`src/rtl/imem_loader_pkg.sv`:
```
// Shared types, error codes and small helpers for the instruction-memory loader.
package imem_loader_pkg;

  typedef enum logic [2:0] {
    S_IDLE    = 3'd0,
    S_LEN_HI  = 3'd1,
    S_LEN_LO  = 3'd2,
    S_PAYLOAD = 3'd3,
    S_CHECK   = 3'd4,
    S_DONE    = 3'd5,
    S_ERR     = 3'd6
  } loader_state_t;

  localparam logic [1:0] ERR_NONE    = 2'd0;
  localparam logic [1:0] ERR_LEN     = 2'd1;
  localparam logic [1:0] ERR_CKSUM   = 2'd2;
  localparam logic [1:0] ERR_TIMEOUT = 2'd3;

  // States in which the loader is consuming the stream.
  function automatic logic is_active(input loader_state_t st);
    logic act;
    case (st)
      S_LEN_HI, S_LEN_LO, S_PAYLOAD, S_CHECK: act = 1'b1;
      default:                                act = 1'b0;
    endcase
    return act;
  endfunction

  // Running XOR checksum over payload bytes.
  function automatic logic [7:0] cksum_next(input logic [7:0] cksum, input logic [7:0] data);
    return cksum ^ data;
  endfunction

endpackage

```
`src/rtl/imem_loader_idle_timer.sv`:
```
// Counts consecutive cycles without stream activity; flags the cycle that reaches TIMEOUT.
module idle_timer #(
  parameter int TIMEOUT = 16
) (
  input  logic clk,
  input  logic rst_n,
  input  logic enable,
  input  logic kick,
  output logic expired
);

  localparam int CW = $clog2(TIMEOUT + 1);

  logic [CW-1:0] cnt_r;

  // Idle-cycle counter: cleared when disabled or kicked, saturates at TIMEOUT-1.
  always_ff @(posedge clk) begin
    if (!rst_n) begin
      cnt_r <= CW'(0);
    end else if (!enable || kick) begin
      cnt_r <= CW'(0);
    end else if (cnt_r != CW'(TIMEOUT - 1)) begin
      cnt_r <= cnt_r + CW'(1);
    end else begin
      cnt_r <= cnt_r;
    end
  end

  // A kick in the same cycle wins over expiry.
  assign expired = enable & ~kick & (cnt_r == CW'(TIMEOUT - 1));

endmodule

```
`src/rtl/imem_loader.sv`:
```
// Boot loader: streams a length-prefixed, XOR-checked image into byte-wide instruction memory
// and keeps the core held until a verified image is in place.
module imem_loader
  import imem_loader_pkg::*;
#(
  parameter int MEM_BYTES = 64,
  parameter int TIMEOUT   = 16
) (
  input  logic        clk,
  input  logic        rst_n,
  input  logic        start,
  input  logic        s_valid,
  input  logic [7:0]  s_data,
  output logic        s_ready,
  output logic        mem_we,
  output logic [31:0] mem_addr,
  output logic [7:0]  mem_wdata,
  output logic        core_hold,
  output logic        done,
  output logic        err,
  output logic [1:0]  err_code
);

  localparam int          ADDR_W    = $clog2(MEM_BYTES) + 1;
  localparam logic [15:0] MAX_WORDS = 16'(MEM_BYTES / 4);

  loader_state_t     state_r, state_nx_s;
  logic [1:0]        err_code_r, err_code_nx_s;
  logic              s_ready_r, mem_we_r, core_hold_r, done_r, err_r;
  logic [31:0]       mem_addr_r;
  logic [7:0]        mem_wdata_r, cksum_r, len_hi_r;
  logic [ADDR_W-1:0] addr_r, last_addr_r, last_s;
  logic [15:0]       len_s;
  logic              xfer_s, start_ok_s, timeout_s;

  assign xfer_s     = s_valid & s_ready_r;
  assign start_ok_s = start & ~is_active(state_r);
  assign len_s      = {len_hi_r, s_data};
  // Address of the final payload byte, 4N-1; N is range-checked before it is used.
  assign last_s     = {len_s[ADDR_W-3:0], 2'b00} - ADDR_W'(1);

  idle_timer #(.TIMEOUT(TIMEOUT)) u_idle_timer (
    .clk     (clk),
    .rst_n   (rst_n),
    .enable  (is_active(state_r)),
    .kick    (s_valid),
    .expired (timeout_s)
  );

  // Next-state and error-code selection; timeout overrides any stream event.
  always_comb begin
    state_nx_s    = state_r;
    err_code_nx_s = err_code_r;
    if (timeout_s) begin
      state_nx_s    = S_ERR;
      err_code_nx_s = ERR_TIMEOUT;
    end else begin
      case (state_r)
        S_IDLE, S_DONE, S_ERR: begin
          if (start) begin
            state_nx_s    = S_LEN_HI;
            err_code_nx_s = ERR_NONE;
          end else begin
            state_nx_s = state_r;
          end
        end
        S_LEN_HI: begin
          if (xfer_s) state_nx_s = S_LEN_LO;
          else        state_nx_s = state_r;
        end
        S_LEN_LO: begin
          if (!xfer_s) begin
            state_nx_s = state_r;
          end else if (len_s > MAX_WORDS) begin
            state_nx_s    = S_ERR;
            err_code_nx_s = ERR_LEN;
          end else if (len_s == 16'd0) begin
            state_nx_s = S_CHECK;
          end else begin
            state_nx_s = S_PAYLOAD;
          end
        end
        S_PAYLOAD: begin
          if (xfer_s && (addr_r == last_addr_r)) state_nx_s = S_CHECK;
          else                                   state_nx_s = state_r;
        end
        S_CHECK: begin
          if (!xfer_s) begin
            state_nx_s = state_r;
          end else if (s_data == cksum_r) begin
            state_nx_s = S_DONE;
          end else begin
            state_nx_s    = S_ERR;
            err_code_nx_s = ERR_CKSUM;
          end
        end
        default: begin
          state_nx_s    = S_IDLE;
          err_code_nx_s = ERR_NONE;
        end
      endcase
    end
  end

  // State register and status outputs, registered from the next state.
  always_ff @(posedge clk) begin
    if (!rst_n) begin
      state_r     <= S_IDLE;
      s_ready_r   <= 1'b0;
      core_hold_r <= 1'b1;
      done_r      <= 1'b0;
      err_r       <= 1'b0;
      err_code_r  <= ERR_NONE;
    end else begin
      state_r     <= state_nx_s;
      s_ready_r   <= is_active(state_nx_s);
      core_hold_r <= (state_nx_s != S_DONE);
      done_r      <= (state_nx_s == S_DONE);
      err_r       <= (state_nx_s == S_ERR);
      err_code_r  <= err_code_nx_s;
    end
  end

  // Datapath: length capture, address/checksum tracking and the one-cycle write strobe.
  always_ff @(posedge clk) begin
    if (!rst_n) begin
      mem_we_r    <= 1'b0;
      mem_addr_r  <= 32'd0;
      mem_wdata_r <= 8'd0;
      addr_r      <= ADDR_W'(0);
      last_addr_r <= ADDR_W'(0);
      cksum_r     <= 8'd0;
      len_hi_r    <= 8'd0;
    end else begin
      mem_we_r <= 1'b0;
      if (start_ok_s) begin
        addr_r  <= ADDR_W'(0);
        cksum_r <= 8'd0;
      end else if (xfer_s && (state_r == S_LEN_HI)) begin
        len_hi_r <= s_data;
      end else if (xfer_s && (state_r == S_LEN_LO)) begin
        last_addr_r <= last_s;
      end else if (xfer_s && (state_r == S_PAYLOAD) && !timeout_s) begin
        mem_we_r    <= 1'b1;
        mem_addr_r  <= {{(32-ADDR_W){1'b0}}, addr_r};
        mem_wdata_r <= s_data;
        cksum_r     <= cksum_next(cksum_r, s_data);
        addr_r      <= addr_r + ADDR_W'(1);
      end else begin
        addr_r <= addr_r;
      end
    end
  end

  assign s_ready   = s_ready_r;
  assign mem_we    = mem_we_r;
  assign mem_addr  = mem_addr_r;
  assign mem_wdata = mem_wdata_r;
  assign core_hold = core_hold_r;
  assign done      = done_r;
  assign err       = err_r;
  assign err_code  = err_code_r;

endmodule

```
`config.mk`:
```
export PLATFORM = sky130hd
export DESIGN_NAME = imem_loader
export DESIGN_NICKNAME = d
export VERILOG_FILES = /design/src/rtl/imem_loader_pkg.sv /design/src/rtl/imem_loader_idle_timer.sv /design/src/rtl/imem_loader.sv
export SDC_FILE = /design/constraint.sdc
export NUM_CORES = 1
export LEC_CHECK = 0
export ABC_AREA = 1
export CORE_MARGIN = 2
export CORE_UTILIZATION = 51
export CTS_CLUSTER_SIZE = 8
export DETAILED_ROUTE_END_ITERATION = 7
export PLACE_DENSITY = 0.87
export SETUP_SLACK_MARGIN = 0.15
export SLEW_MARGIN = 20
export SYNTH_ARGS = -nofsm -noshare
export SYNTH_HDL_FRONTEND = slang
export SYNTH_SLANG_ARGS = --single-unit
```
`constraint.sdc`:
```
create_clock -name clk -period 2 [get_ports clk]
set_input_delay 0.4 -clock clk [delete_from_list [all_inputs] [get_ports clk]]
set_output_delay 0.4 -clock clk [all_outputs]
set_load 0.005 [all_outputs]
```
### Yosys cells after proc, flatten, opt, wreduce, memory -nomap -nowiden

Cells that the tools add are included.
Widths: inputs -> output; s select.

* add/sub/neg operators: 3
* multipliers: 0
* div/mod/pow operators: 0
* order comparisons: 1
* eq/ne operators: 23
* shift-type cells: 0
* mux-type cells: 20
* bitwise gates (word level): 11
* reduce and logical (&&, ||, !) cells: 22

Operators by type and width (number)
* $mux 3: 8
* $eq 3x3->1 const B: 6
* $ne 3x3->1 const B: 6
* $gt 16x5->1 const B: 1
* $logic_not 16->1: 1
* $pmux 3 s5: 1
* $mux 2: 7
* $eq 3x2->1 const B: 4
* $reduce_or 4->1: 3
* $eq 8x8->1: 1
* $pmux 2 s4: 1
* $xor 8x8->8: 1
* $add 7x1->7 const B: 1
* $eq 7x7->1: 1
* $sub 7x1->7 const B: 1
* $eq 3x1->1 const B: 2
* $not 1->1: 6
* $reduce_and 3->1: 2
* $reduce_and 6->1: 1
* $reduce_or 2->1: 3
* $add 5x1->5 const B: 1
* $eq 5x4->1 const B: 1
* $logic_and 1x1->1: 5
* $ne 5x4->1 const B: 1
* other kinds (9): 15

* register bits after elaboration: 60
* latch bits: 0
* bits in writable memories: 0
* bits in read-only memories: 0
* input port bits: 12
* output and inout port bits: 47
* word-level logic and storage cells: 94
* memories kept: 0

### Longest topological paths before layout

Gate-level depths: netlist of the first run.

* depth after elaboration: 9
* mapped depth: 15
* mapped depth without buffers: 15

### By module

From an unflattened synthesis of the first run, not the netlist that was laid out.

* cell total of the unflattened synthesis: 401
* area, all modules: 2941.6 um^2

Modules (own cells, without submodules)
* imem_loader: times used 1, cells each 366, area an instance 2698.8 um^2, sequential area each 1081.0 um^2
* idle_timer: times used 1, cells each 35, area an instance 242.7 um^2, sequential area each 100.1 um^2

### Worst setup path after synthesis of the first run

No wires, ideal clock.

* path type: flip-flop to flip-flop
* start: register u_idle_timer.cnt_r[0]
* end: register s_ready_r, in the netlist s_ready
* setup time: 0.115 ns
* arrival: 1.549 ns
* data required time: 1.885 ns
* setup slack: 0.336 ns
* stages on the path, launching flop included: 12
* buffers on the path: 0
* period minus slack after synthesis: 1.664 ns
* path through: dfxtp_1 ha_1 and3_1 ha_1 inv_1 nor2_1 inv_1 nand3_2 inv_1 nand3_1 nand2_1 nor2_1

* longest elaborated chain between the ends: 6
* elaborated cells between the ends (all ways): 9
* classes of those cells: 5 x eq/ne; 2 x mux; 1 x bitwise; 1 x reduce/logical

RTL lines
* from (decl): RTL line imem_loader_idle_timer.sv:14 `logic [CW-1:0] cnt_r;`
* from (signal assigned): RTL line imem_loader_idle_timer.sv:23 `cnt_r <= cnt_r + CW'(1);`
* from (signal assigned): RTL line imem_loader_idle_timer.sv:25 `cnt_r <= cnt_r;`
* $eq 5x4->1 *: RTL line imem_loader_idle_timer.sv:30 `assign expired = enable & ~kick & (cnt_r == CW'(TIMEOUT - 1));`
* $and 1x1->1 *: RTL line imem_loader_idle_timer.sv:30
* $mux 3 *: RTL line imem_loader.sv:54 `if (timeout_s) begin`
* $eq 3x1->1, or another cell as far along: RTL line imem_loader_pkg.sv:22 `case (st)`
* $reduce_or 4->1 *: RTL line imem_loader_pkg.sv:22
* $mux 1 *: RTL line imem_loader_pkg.sv:22
* to (signal assigned): RTL line imem_loader.sv:116 `s_ready_r <= is_active(state_nx_s);`
* to (decl): RTL line imem_loader.sv:29 `logic s_ready_r, mem_we_r, core_hold_r, done_r, err_r;`

Every way passes the cells marked *; elsewhere a longest branch is shown, timed or not.
A chain may end at the register's enable or synchronous reset.

### Worst setup path in the final report of the first run

* start: input port s_valid
* end: register err_r, in the netlist err

* longest elaborated chain between the ends: 6
* elaborated cells between the ends (all ways): 12
* classes of those cells: 1 x eq/ne; 6 x mux; 4 x bitwise; 1 x reduce/logical

RTL lines
* from (decl): RTL line imem_loader.sv:12 `input logic s_valid,`
* $and 1x1->1: RTL line imem_loader.sv:36 `assign xfer_s = s_valid & s_ready_r;`
* $logic_and 1x1->1: RTL line imem_loader.sv:84 `if (xfer_s && (addr_r == last_addr_r)) state_nx_s = S_CHECK;`
* $mux 3: RTL line imem_loader.sv:84
* $pmux 3 s5: RTL line imem_loader.sv:58 `case (state_r)`
* $mux 3 *: RTL line imem_loader.sv:54
* $eq 3x3->1 *: RTL line imem_loader.sv:119 `err_r <= (state_nx_s == S_ERR);`
* to (signal assigned): RTL line imem_loader.sv:119
* to (decl): RTL line imem_loader.sv:29

Marks and branches as above.

==> results of run 1 <==
==> registers in the layout (all words and copies together), names as in the netlist, 2 cells and up <==
| name | flops |
|---|---|
| len_hi_r | 8 |
| u_idle_timer.cnt_r | 5 |
| mem_addr | 7 |
| state_r | 3 |
| mem_wdata | 8 |
| addr_r | 7 |
| cksum_r | 8 |
| last_addr_r | 6 |
| err_code | 2 |
==> layer usage <==
| metal | share of wire (%) | vias up | global-route usage (%) |
|---|---|---|---|
| met1 | 42 | 1205 | 25.14 |
| met5 | 0 | - | 0 |
| met2 | 48 | 87 | 34.75 |
| met4 | 2.5 | 0 | 12.07 |
| met3 | 6.7 | 18 | 4.432 |
| li1 | - | 1359 | - |
==> kinds of logic (layout without fill, tap and decap cells) <==
family | count (synthesis) | count (layout) | synth area share [%]
simple gates | 143 | 143 | 22.04
other cells | 1 | 25 | 0.1303
buf+inv | 82 | 130 | 14.30
compound gates | 97 | 97 | 17.57
flops | 59 | 59 | 41.04
fa+ha+maj | 5 | 5 | 2.174
xor+xnor | 9 | 9 | 2.739
==> cell type report <==
class / count / area share, %
clock buffers: 13 / 4.286
well taps: 72 / 2.430
repair buffers: 68 / 16.98
inverters: 47 / 4.759
flip-flops and latches: 59 / 31.89
clock inverters: 2 / 0.9450
multi-input cells: 279 / 38.71
==> how the worst max path moves through the flow <==
stage	slack [ps]	end	startpoint
final	250	err$_SDFF_PN0_	s_valid
after global routing	120	s_ready$_SDFF_PN0_	start
after CTS	150	s_ready$_SDFF_PN0_	s_data[1]
after detailed placement	-180	s_ready$_SDFF_PN0_	s_data[1]
after global placement	-90	core_hold$_SDFF_PN1_	s_data[4]
after floorplan	340	s_ready$_SDFF_PN0_	u_idle_timer.cnt_r[0]$_SDFFE_PP0P_
==> cell usage in the layout, fill, tap and decap left out, types with 3 or more instances in the layout <==
| cell | netlist | routed |
|---|---|---|
| sky130_fd_sc_hd__nand3_2 | 1 | 3 |
| sky130_fd_sc_hd__xor2_1 | 6 | 6 |
| sky130_fd_sc_hd__ha_1 | 5 | 3 |
| sky130_fd_sc_hd__inv_2 | 8 | 12 |
| sky130_fd_sc_hd__inv_1 | 39 | 35 |
| sky130_fd_sc_hd__nand3_1 | 9 | 7 |
| sky130_fd_sc_hd__o21ai_0 | 43 | 42 |
| sky130_fd_sc_hd__xnor2_1 | 3 | 3 |
| sky130_fd_sc_hd__nand2_2 | 3 | 8 |
| sky130_fd_sc_hd__a211oi_1 | 3 | 3 |
| sky130_fd_sc_hd__conb_1 | 1 | 25 |
| sky130_fd_sc_hd__o21ai_1 | 5 | 5 |
| sky130_fd_sc_hd__buf_4 | 26 | 33 |
| sky130_fd_sc_hd__dlymetal6s2s_1 | 0 | 8 |
| sky130_fd_sc_hd__nor3_1 | 3 | 3 |
| sky130_fd_sc_hd__nor2_1 | 40 | 35 |
| sky130_fd_sc_hd__dfxtp_1 | 59 | 58 |
| sky130_fd_sc_hd__nor2_2 | 1 | 5 |
| sky130_fd_sc_hd__nand2_1 | 75 | 69 |
| sky130_fd_sc_hd__clkbuf_8 | 0 | 11 |
| sky130_fd_sc_hd__clkdlybuf4s50_1 | 0 | 25 |
| sky130_fd_sc_hd__a21oi_1 | 40 | 39 |
==> power groups by stage <==
| stage | Clock (mW) | Sequential (mW) | Combinational [mW] |
|---|---|---|---|
| after floorplan | 0 | 1.25 | 0.259 |
| after detailed placement | 0 | 1.26 | 0.381 |
| after CTS | 1.08 | 1.23 | 0.385 |
| final | 1.08 | 1.24 | 0.428 |
| after global placement | 0 | 1.26 | 0.371 |
| after global routing | 1.15 | 1.24 | 0.473 |
==> critical path: cells and delay by family <==
kind,cells,cell delay [ps]
simple gates,7,730
compound gates,1,130
buf+inv,3,740
==> per-stage QoR <==
step | instances | setup TNS (ps) | util [%] | power (mW)
after global placement | 520 | -314.7 | 61.96 | 1.628
after floorplan | 420 | 0 | - | 1.513
final | 540 | 0 | 67.74 | 2.745
after detailed placement | 520 | -925.2 | 61.96 | 1.640
after global routing | 540 | 0 | 67.74 | 2.857
after CTS | 535 | 0 | 65.50 | 2.700
==> what timing repair did <==
action,4_1_cts,5_1_grt
endpoints found under the setup margin,0,8
hold buffers,0,0
gates resized for setup,0,34
buffers inserted,0,5
==> flow_metrics.tcl, run 1 <==
set metrics [dict create \
    result_of_the_run "finished clean" \
    cp_data_arrival_time_ps 2000 \
    dieArea_um2 6259 \
    total_leakage_power_nw 1.712 \
    r2r_cells 10 \
    cts_buffer_depth 2 \
    reported_max_cap_violation_count 0 \
    layout-area-overhead-vs-synth_pct 28.83 \
    clock_latency_ps 350 \
    finalWorstPathRequiredPeriod_ps 1754 \
    fillCellCount 452 \
    post-synth-top-count-cell "sky130_fd_sc_hd__nand2_1" \
    die_w_um 79.12 \
    drcViolationCount 0 \
    ant_nets 0 \
    max_freq_mhz 570.3 \
    tritoncts "yes" \
    crit_path_cell_trace "clkdlybuf4s50_1, nand2_2, buf_4, nor2_2, nor3_2, nand2_1, a21oi_2, nand3_2, buf_4, nand2_1, nor2_1" \
    diodes 0 \
    cp_class "in -> reg" \
    multiInputGateArea_um2 1435 \
    first_iter_violations 152 \
    holdWs_ps 398.0 \
    core_outline_area_um2 5473 \
    hold_wc_startpoint "s_data[0]" \
    layout_worst_path_cycle_share_pct 87.68 \
    final_net_count 481 \
    critical_path.max_stage_delay_ps 440 \
    grt_start_max_net_pins 35 \
    worst_r2r_endpoint "err$_SDFF_PN0_" \
    groute.usage.overall_pct 20.98 \
    floorplan.io_pins 59 \
    postRouteWirelength_um 6523 \
    grt_pass1_vias 2450 \
    postLayoutCellArea_um2 3707 \
    synth_area_leaders "sky130_fd_sc_hd__dfxtp_1 (41%), sky130_fd_sc_hd__nand2_1 (9.8%), sky130_fd_sc_hd__o21ai_0 (7.5%)" \
    critical_path_required_time_ps 2250 \
    layout-drive-gt1-share_pct 19.23 \
    vias 2669 \
    clock_tree.root_cell "sky130_fd_sc_hd__clkbuf_8" \
    die_height_um 79.12 \
    pre_cts_ws_ps -180.8 \
    antenna_found_initial 0 \
    synth_commonest_cells "sky130_fd_sc_hd__nand2_1 (75), sky130_fd_sc_hd__dfxtp_1 (59), sky130_fd_sc_hd__o21ai_0 (43), sky130_fd_sc_hd__a21oi_1 (40), sky130_fd_sc_hd__nor2_1 (40)" \
    p_int_mw 2.020 \
    critical_path.max_fanout 6 \
    setup_viol 0 \
    post_dp_cell_area_um2 3391 \
    clkSinkCount 59 \
    cp_slowest_cell "sky130_fd_sc_hd__clkdlybuf4s50_1" \
    syn_inst 396 \
    flop_and_latch_count_out_of_synthesis 59 \
    power_per_cell_area_nw_per_um2 740.3 \
    fp-row-count 27 \
    clock_power_share_pct 39.4 \
    ff2ff_setup_slack_ps 260 \
    final_max_slew_viol_count 0 \
    post_synthesis_cell_type_with_the_largest_combined_area "sky130_fd_sc_hd__dfxtp_1" \
    critPathLaunchType "primary input" \
    synth-warning-count 0 \
    route.detailed.wl_per_inst_um 12.08 \
    synth_async_sr_flop_share_pct 0 \
    power.net_switching_uw 724.4 \
    place.port_buffers 33 \
    yosys.cell_types.count 34 \
    setup_repair_after_global_routing_missed_its_margin "no" \
    clock_tree.htree_level_count 3 \
    dr.pass1.iters 4 \
    area.sequential_um2 1182 \
    worst_slack_ps 246.5 \
    area_of_the_mapped_netlist_um2 2878 \
    hold_viol 0 \
    gpl.final_weighted_congestion 0.9065 \
    synth.avg_cell_area_um2 7.267 \
    vias_per_cell 4.943 \
    cts.reportedPaths.clkPinSlew_ps 70 \
    synth_edf_count 0 \
    globalRouteOverflowTotal 0 \
    yosysSeqAreaShare_pct 41.04 \
    initial_utilization_pct 52.58 \
    switching_share_pct 26.39 \
    power_frac_seq_pct 45.0 \
    min-delay-path-class "in -> reg" \
    power.share.combinational_pct 15.6 \
    fin_skew_ps 8.578 \
    yosysTopAreaCellShare_pct 41.04 \
    critical_path.reg2reg.startpoint "u_idle_timer.cnt_r[0]$_SDFFE_PP0P_" \
    worstHoldPathCells 3 \
    worstSetupEndpointType "flop" \
    synth_top_flop_cell "sky130_fd_sc_hd__dfxtp_1" \
    peakVddDrop_mv 0.4844 \
    grt_pass1_wl_um 10340 \
    worstHoldEndpoint "last_addr_r[2]$_SDFFE_PN0P_" \
    numCtsBuffers 9 \
    dpl.hpwl_um 4541 \
]
Note: power is estimated with default switching activity, not from simulation.
==> inputs of run 2 (changes only) <==
--- a/config.mk
+++ b/config.mk
@@ -14,3 +14,3 @@
 export SETUP_SLACK_MARGIN = 0.15
-export SLEW_MARGIN = 20
+export SLEW_MARGIN = 10
 export SYNTH_ARGS = -nofsm -noshare
==> constraint.sdc (replaced) <==
create_clock -name clk -period 2 [get_ports clk]
set_input_delay 0.2 -clock clk [delete_from_list [all_inputs] [get_ports clk]]
set_output_delay 0.2 -clock clk [all_outputs]
set_load 0.005 [all_outputs]
==> flow_metrics.tcl, run 2 (same netlist as run 1, synthesis figures left out) <==
set metrics [dict create \
    result_of_the_run "finished clean" \
    floorplan.io_pins 59 \
    max_freq_mhz 578.0 \
    final_max_slew_viol_count 0 \
    critPathLaunchType "flop" \
    postLayoutCellArea_um2 3432 \
    min-delay-path-class "reg -> reg" \
    tritoncts "yes" \
    groute.usage.overall_pct 20.50 \
    cp_slowest_cell "sky130_fd_sc_hd__dfxtp_2" \
    ff2ff_setup_slack_ps 270 \
    grt_pass1_wl_um 10030 \
    postRouteWirelength_um 5975 \
    gpl.final_weighted_congestion 0.9777 \
    r2r_cells 11 \
    core_outline_area_um2 5473 \
    peakVddDrop_mv 0.4897 \
    layout-area-overhead-vs-synth_pct 19.26 \
    cts.reportedPaths.clkPinSlew_ps 60 \
    worstSetupEndpointType "flop" \
    total_power_mw 2.638 \
    cp_data_arrival_time_ps 1970 \
    fin_skew_ps 3.736 \
    vias 2565 \
    drcViolationCount 0 \
    cp_class "reg -> reg" \
    layout_worst_path_cycle_share_pct 86.51 \
    critical_path_required_time_ps 2240 \
    fp-row-count 27 \
    post-cts-setup-buffer-count 0 \
    worst_r2r_endpoint "s_ready$_SDFF_PN0_" \
    die_height_um 79.12 \
    holdWs_ps 463.9 \
    crit_path_cell_trace "ha_1, and3_1, ha_1, inv_1, nor2_1, inv_1, nand3_2, inv_1, nand3_1, nand2_1, nor2_1" \
    setup_repair_after_global_routing_missed_its_margin "yes" \
    ant_nets 0 \
    mostFrequentLayoutCell "sky130_fd_sc_hd__nand2_1" \
    dpl.hpwl_um 4385 \
    fin_setup_tns_ps 0 \
    finalWorstPathRequiredPeriod_ps 1730 \
    cts_buffer_depth 2 \
    hold_viol 0 \
    critical_path.reg2reg.startpoint "u_idle_timer.cnt_r[0]$_SDFFE_PP0P_" \
    layout-drive-gt1-share_pct 10.79 \
    dr.pass1.iters 4 \
    route.detailed.wl_per_inst_um 11.56 \
    vias_per_cell 4.961 \
    power_per_cell_area_nw_per_um2 768.6 \
    setup_viol 0 \
    critical_path.max_stage_delay_ps 340 \
    critical_path.most_common_cell "sky130_fd_sc_hd__inv_1" \
    critical_path.max_fanout 4 \
    hold_wc_startpoint "u_idle_timer.cnt_r[0]$_SDFFE_PP0P_" \
    total_leakage_power_nw 1.513 \
    first_iter_violations 147 \
    dieArea_um2 6259 \
    globalRouteOverflowTotal 0 \
    grt_start_max_net_pins 31 \
    die_w_um 79.12 \
    worstHoldPathCells 1 \
    most_used_cells_in_the_layout_excluding_fill_and_tap_cells "sky130_fd_sc_hd__nand2_1 (75), sky130_fd_sc_hd__dfxtp_1 (57), sky130_fd_sc_hd__o21ai_0 (43)" \
    final_net_count 457 \
    worstHoldEndpoint "u_idle_timer.cnt_r[0]$_SDFFE_PP0P_" \
    cp.buffers_inverters 3 \
    reported_max_cap_violation_count 0 \
    numCtsBuffers 9 \
    path_delay_family "simple AND/OR/NAND/NOR gates" \
    grt_pass1_vias 2376 \
    antenna_found_initial 0 \
    place.port_buffers 33 \
    clock_latency_ps 340 \
    post_dp_cell_area_um2 3236 \
    diodes 0 \
    clock_tree.htree_level_count 3 \
    initial_utilization_pct 52.58 \
    clkSinkCount 59 \
    clock_tree.root_cell "sky130_fd_sc_hd__clkbuf_8" \
]
[run 2: worst max-delay path by stage]
stage | from | to | slack (ps) | cells past startpoint
after floorplan | u_idle_timer.cnt_r[0]$_SDFFE_PP0P_ | s_ready$_SDFF_PN0_ | 340 | 11
after global placement | s_data[2] | s_ready$_SDFF_PN0_ | 80 | 13
after detailed placement | s_valid | addr_r[5]$_SDFFE_PP0P_ | 20 | 9
after CTS | u_idle_timer.cnt_r[0]$_SDFFE_PP0P_ | s_ready$_SDFF_PN0_ | 230 | 10
after global routing | u_idle_timer.cnt_r[0]$_SDFFE_PP0P_ | s_ready$_SDFF_PN0_ | 120 | 10
final | u_idle_timer.cnt_r[0]$_SDFFE_PP0P_ | s_ready$_SDFF_PN0_ | 270 | 11
[run 2: where the power goes]
| part | total [mW] | leakage, nW | switching [mW] | internal (mW) |
|---|---|---|---|---|
| combinational | 0.343 | 0.937 | 0.219 | 0.124 |
| clock | 1.06 | 0.0991 | 0.459 | 0.602 |
| sequential | 1.23 | 0.477 | 0.0256 | 1.21 |
[run 2: through the flow]
stage	worst slack (ps)	util, %	instances
6_report	269.9	62.71	517
5_1_grt	121.8	62.71	517
4_1_cts	225.2	62.67	517
3_5_place_dp	24.08	59.12	501
3_3_place_gp	84.88	59.12	501
2_1_floorplan	336.1	-	420
[run 2: per-layer routing]
metal  track usage, %  vias up  routed length (um)
li1                 -     1309                   -
met1            24.60     1152                2702
met2            33.22       85                2790
met3            3.864       19                 312
met4            13.97        0                 170
met5                0        -                   0
[run 2: timing repair]
item,CTS,global route
resized for setup,0,2
setup endpoints to repair,0,3
hold buffers,0,0
[run 2: final cells by class]
class	instances	area, um2
Inverter	47	176.4
Clock inverter	5	52.55
Clock buffer	11	141.4
Multi-Input combinational cell	279	1375
Tap cell	72	90.09
Fill cell	492	2041
Timing Repair Buffer	44	412.9
Sequential cell	59	1184
==> inputs of run 3 (changes only) <==
Settings changed: CORE_UTILIZATION 51 to 63, DONT_BUFFER_PORTS from default to 1, REMOVE_ABC_BUFFERS from default to 1.
==> flow_metrics.tcl, run 3 (same netlist as run 1, synthesis figures left out) <==
set metrics [dict create \
    result_of_the_run "finished clean" \
    pre_cts_ws_ps 203.3 \
    die_w_um 71.59 \
    dpl.hpwl_um 4100 \
    gpl.final_weighted_congestion 0.9071 \
    total_leakage_power_nw 1.374 \
    final_max_slew_viol_count 0 \
    ant_nets 0 \
    first_iter_violations 111 \
    holdWs_ps 8.561 \
    vias_per_cell 5.285 \
    hold_wc_startpoint "rst_n" \
    cp_data_arrival_time_ps 1890 \
    grt_pass1_wl_um 10260 \
    fin_skew_ps 4.815 \
    worst_slack_ps 347.0 \
    numCtsBuffers 9 \
    critical_path.reg2reg.startpoint "u_idle_timer.cnt_r[0]$_SDFFE_PP0P_" \
    initial_utilization_pct 65.64 \
    max_slew_margin_pct 58.79 \
    clkSinkCount 59 \
    launching_element_of_the_worst_setup_path "u_idle_timer.cnt_r[0]$_SDFFE_PP0P_" \
    place.detailed.instances 442 \
    drcViolationCount 0 \
    dieArea_um2 5124 \
    final_net_count 421 \
    area.sequential_um2 1185 \
    grt_start_max_net_pins 33 \
    worstSetupEndpointType "flop" \
    critPathLaunchType "flop" \
    cts.reportedPaths.clkPinSlew_ps 60 \
    postRouteWirelength_um 6022 \
    postLayoutCellArea_um2 3055 \
    mostFrequentLayoutCell "sky130_fd_sc_hd__nand2_1" \
    route.detailed.wl_per_inst_um 13.12 \
    critical_path.max_fanout 6 \
    tightest_slew_ps 616.1 \
    finalWorstPathRequiredPeriod_ps 1653 \
    max_freq_mhz 604.9 \
    setup_viol 0 \
    r2r_cells 11 \
    dr.pass1.iters 4 \
    place.port_buffers 0 \
    crit_end "s_ready$_SDFF_PN0_" \
    cp_class "reg -> reg" \
    fillCellCount 356 \
    worst_r2r_endpoint "s_ready$_SDFF_PN0_" \
    ff2ff_setup_slack_ps 350 \
    post_layout_utilization_of_the_core_pct 69.69 \
    critical_path_required_time_ps 2230 \
    layout-area-overhead-vs-synth_pct 6.174 \
    power_per_cell_area_nw_per_um2 833.8 \
    fp-row-count 24 \
    antenna_found_initial 0 \
    min-delay-path-class "in -> reg" \
    layout_worst_path_cycle_share_pct 82.65 \
    diodes 0 \
    post_dp_cell_area_um2 2835 \
    groute.usage.overall_pct 26.06 \
    clock_tree.root_cell "sky130_fd_sc_hd__clkbuf_8" \
    most_used_cells_in_the_layout_excluding_fill_and_tap_cells "sky130_fd_sc_hd__nand2_1 (75), sky130_fd_sc_hd__dfxtp_1 (56), sky130_fd_sc_hd__o21ai_0 (43)" \
    reported_max_cap_violation_count 0 \
    layoutNonFillerInstCount 459 \
    grt_pass1_vias 2381 \
    peakVddDrop_mv 0.6952 \
    tritoncts "yes" \
    globalRouteOverflowTotal 0 \
    core_outline_area_um2 4384 \
    die_height_um 71.59 \
    vias 2426 \
    cts_buffer_depth 2 \
    clock_latency_ps 340 \
    multiInputGateArea_um2 1380 \
    floorplan.io_pins 59 \
    layout-drive-gt1-share_pct 11.06 \
    clock_tree.htree_level_count 3 \
    total_power_mw 2.548 \
    hold_viol 0 \
    setup_repair_after_global_routing_missed_its_margin "no" \
    fin_setup_tns_ps 0 \
]
-- run 3: cell types whose count changed in the layout (fill, tap and decap cells not counted), sizes merged --
cell / delta
buf: -6
clkdlybuf4s50: -33
dlygate4sd3: +3
clkinv: -1
clkinvlp: -1
-- run 3: how the worst min path moves through the flow --
stage	to	depth (start not counted)	slack, ps
2_1_floorplan	last_addr_r[2]$_SDFFE_PN0P_	1	290
3_3_place_gp	last_addr_r[2]$_SDFFE_PN0P_	1	290
3_5_place_dp	last_addr_r[2]$_SDFFE_PN0P_	1	300
4_1_cts	last_addr_r[6]$_SDFFE_PN0P_	2	2
5_1_grt	len_hi_r[2]$_SDFFE_PN0P_	2	2
6_report	len_hi_r[2]$_SDFFE_PN0P_	2	9
-- run 3: power by group --
group	leakage, nW	total [mW]	switching [mW]	internal (mW)
Clock	0.0950	1.02	0.430	0.591
Combinational	0.802	0.288	0.198	0.0907
Sequential	0.477	1.24	0.0296	1.21
-- run 3: per-layer routing --
metal | vias up | wire length, um | track usage, %
met5 | - | 0 | 0
met4 | 0 | 146 | 11.95
met3 | 12 | 347 | 7.736
met2 | 70 | 2885 | 44.03
met1 | 1103 | 2641 | 30.41
li1 | 1241 | - | -
-- run 3: area by class of cell --
| class | instances | area share [%] |
|---|---|---|
| multi-input combinational | 279 | 45.17 |
| sequential | 59 | 38.78 |
| inverter | 47 | 5.774 |
| clock buffer | 11 | 4.627 |
| timing repair buffer | 8 | 2.211 |
| tap | 52 | 2.129 |
| clock inverter | 3 | 1.310 |
-- run 3: what timing repair did --
item	4_1_cts	5_1_grt
buffers inserted	0	0
endpoints found under the hold margin	13	0
setup endpoints to repair	0	6
gates resized for setup	0	7
hold buffers	3	0
-- run 3: critical path, stage by stage (launching register included) --
cell and delay (ps):
sky130_fd_sc_hd__dfxtp_2 330, sky130_fd_sc_hd__ha_1 200, sky130_fd_sc_hd__and3_1 180, sky130_fd_sc_hd__ha_2 190, sky130_fd_sc_hd__inv_2 100, sky130_fd_sc_hd__nor2_2 60, sky130_fd_sc_hd__inv_2 80, sky130_fd_sc_hd__nand3_2 120
sky130_fd_sc_hd__inv_1 100, sky130_fd_sc_hd__nand3_1 70, sky130_fd_sc_hd__nand2_1 60, sky130_fd_sc_hd__nor2_1 40
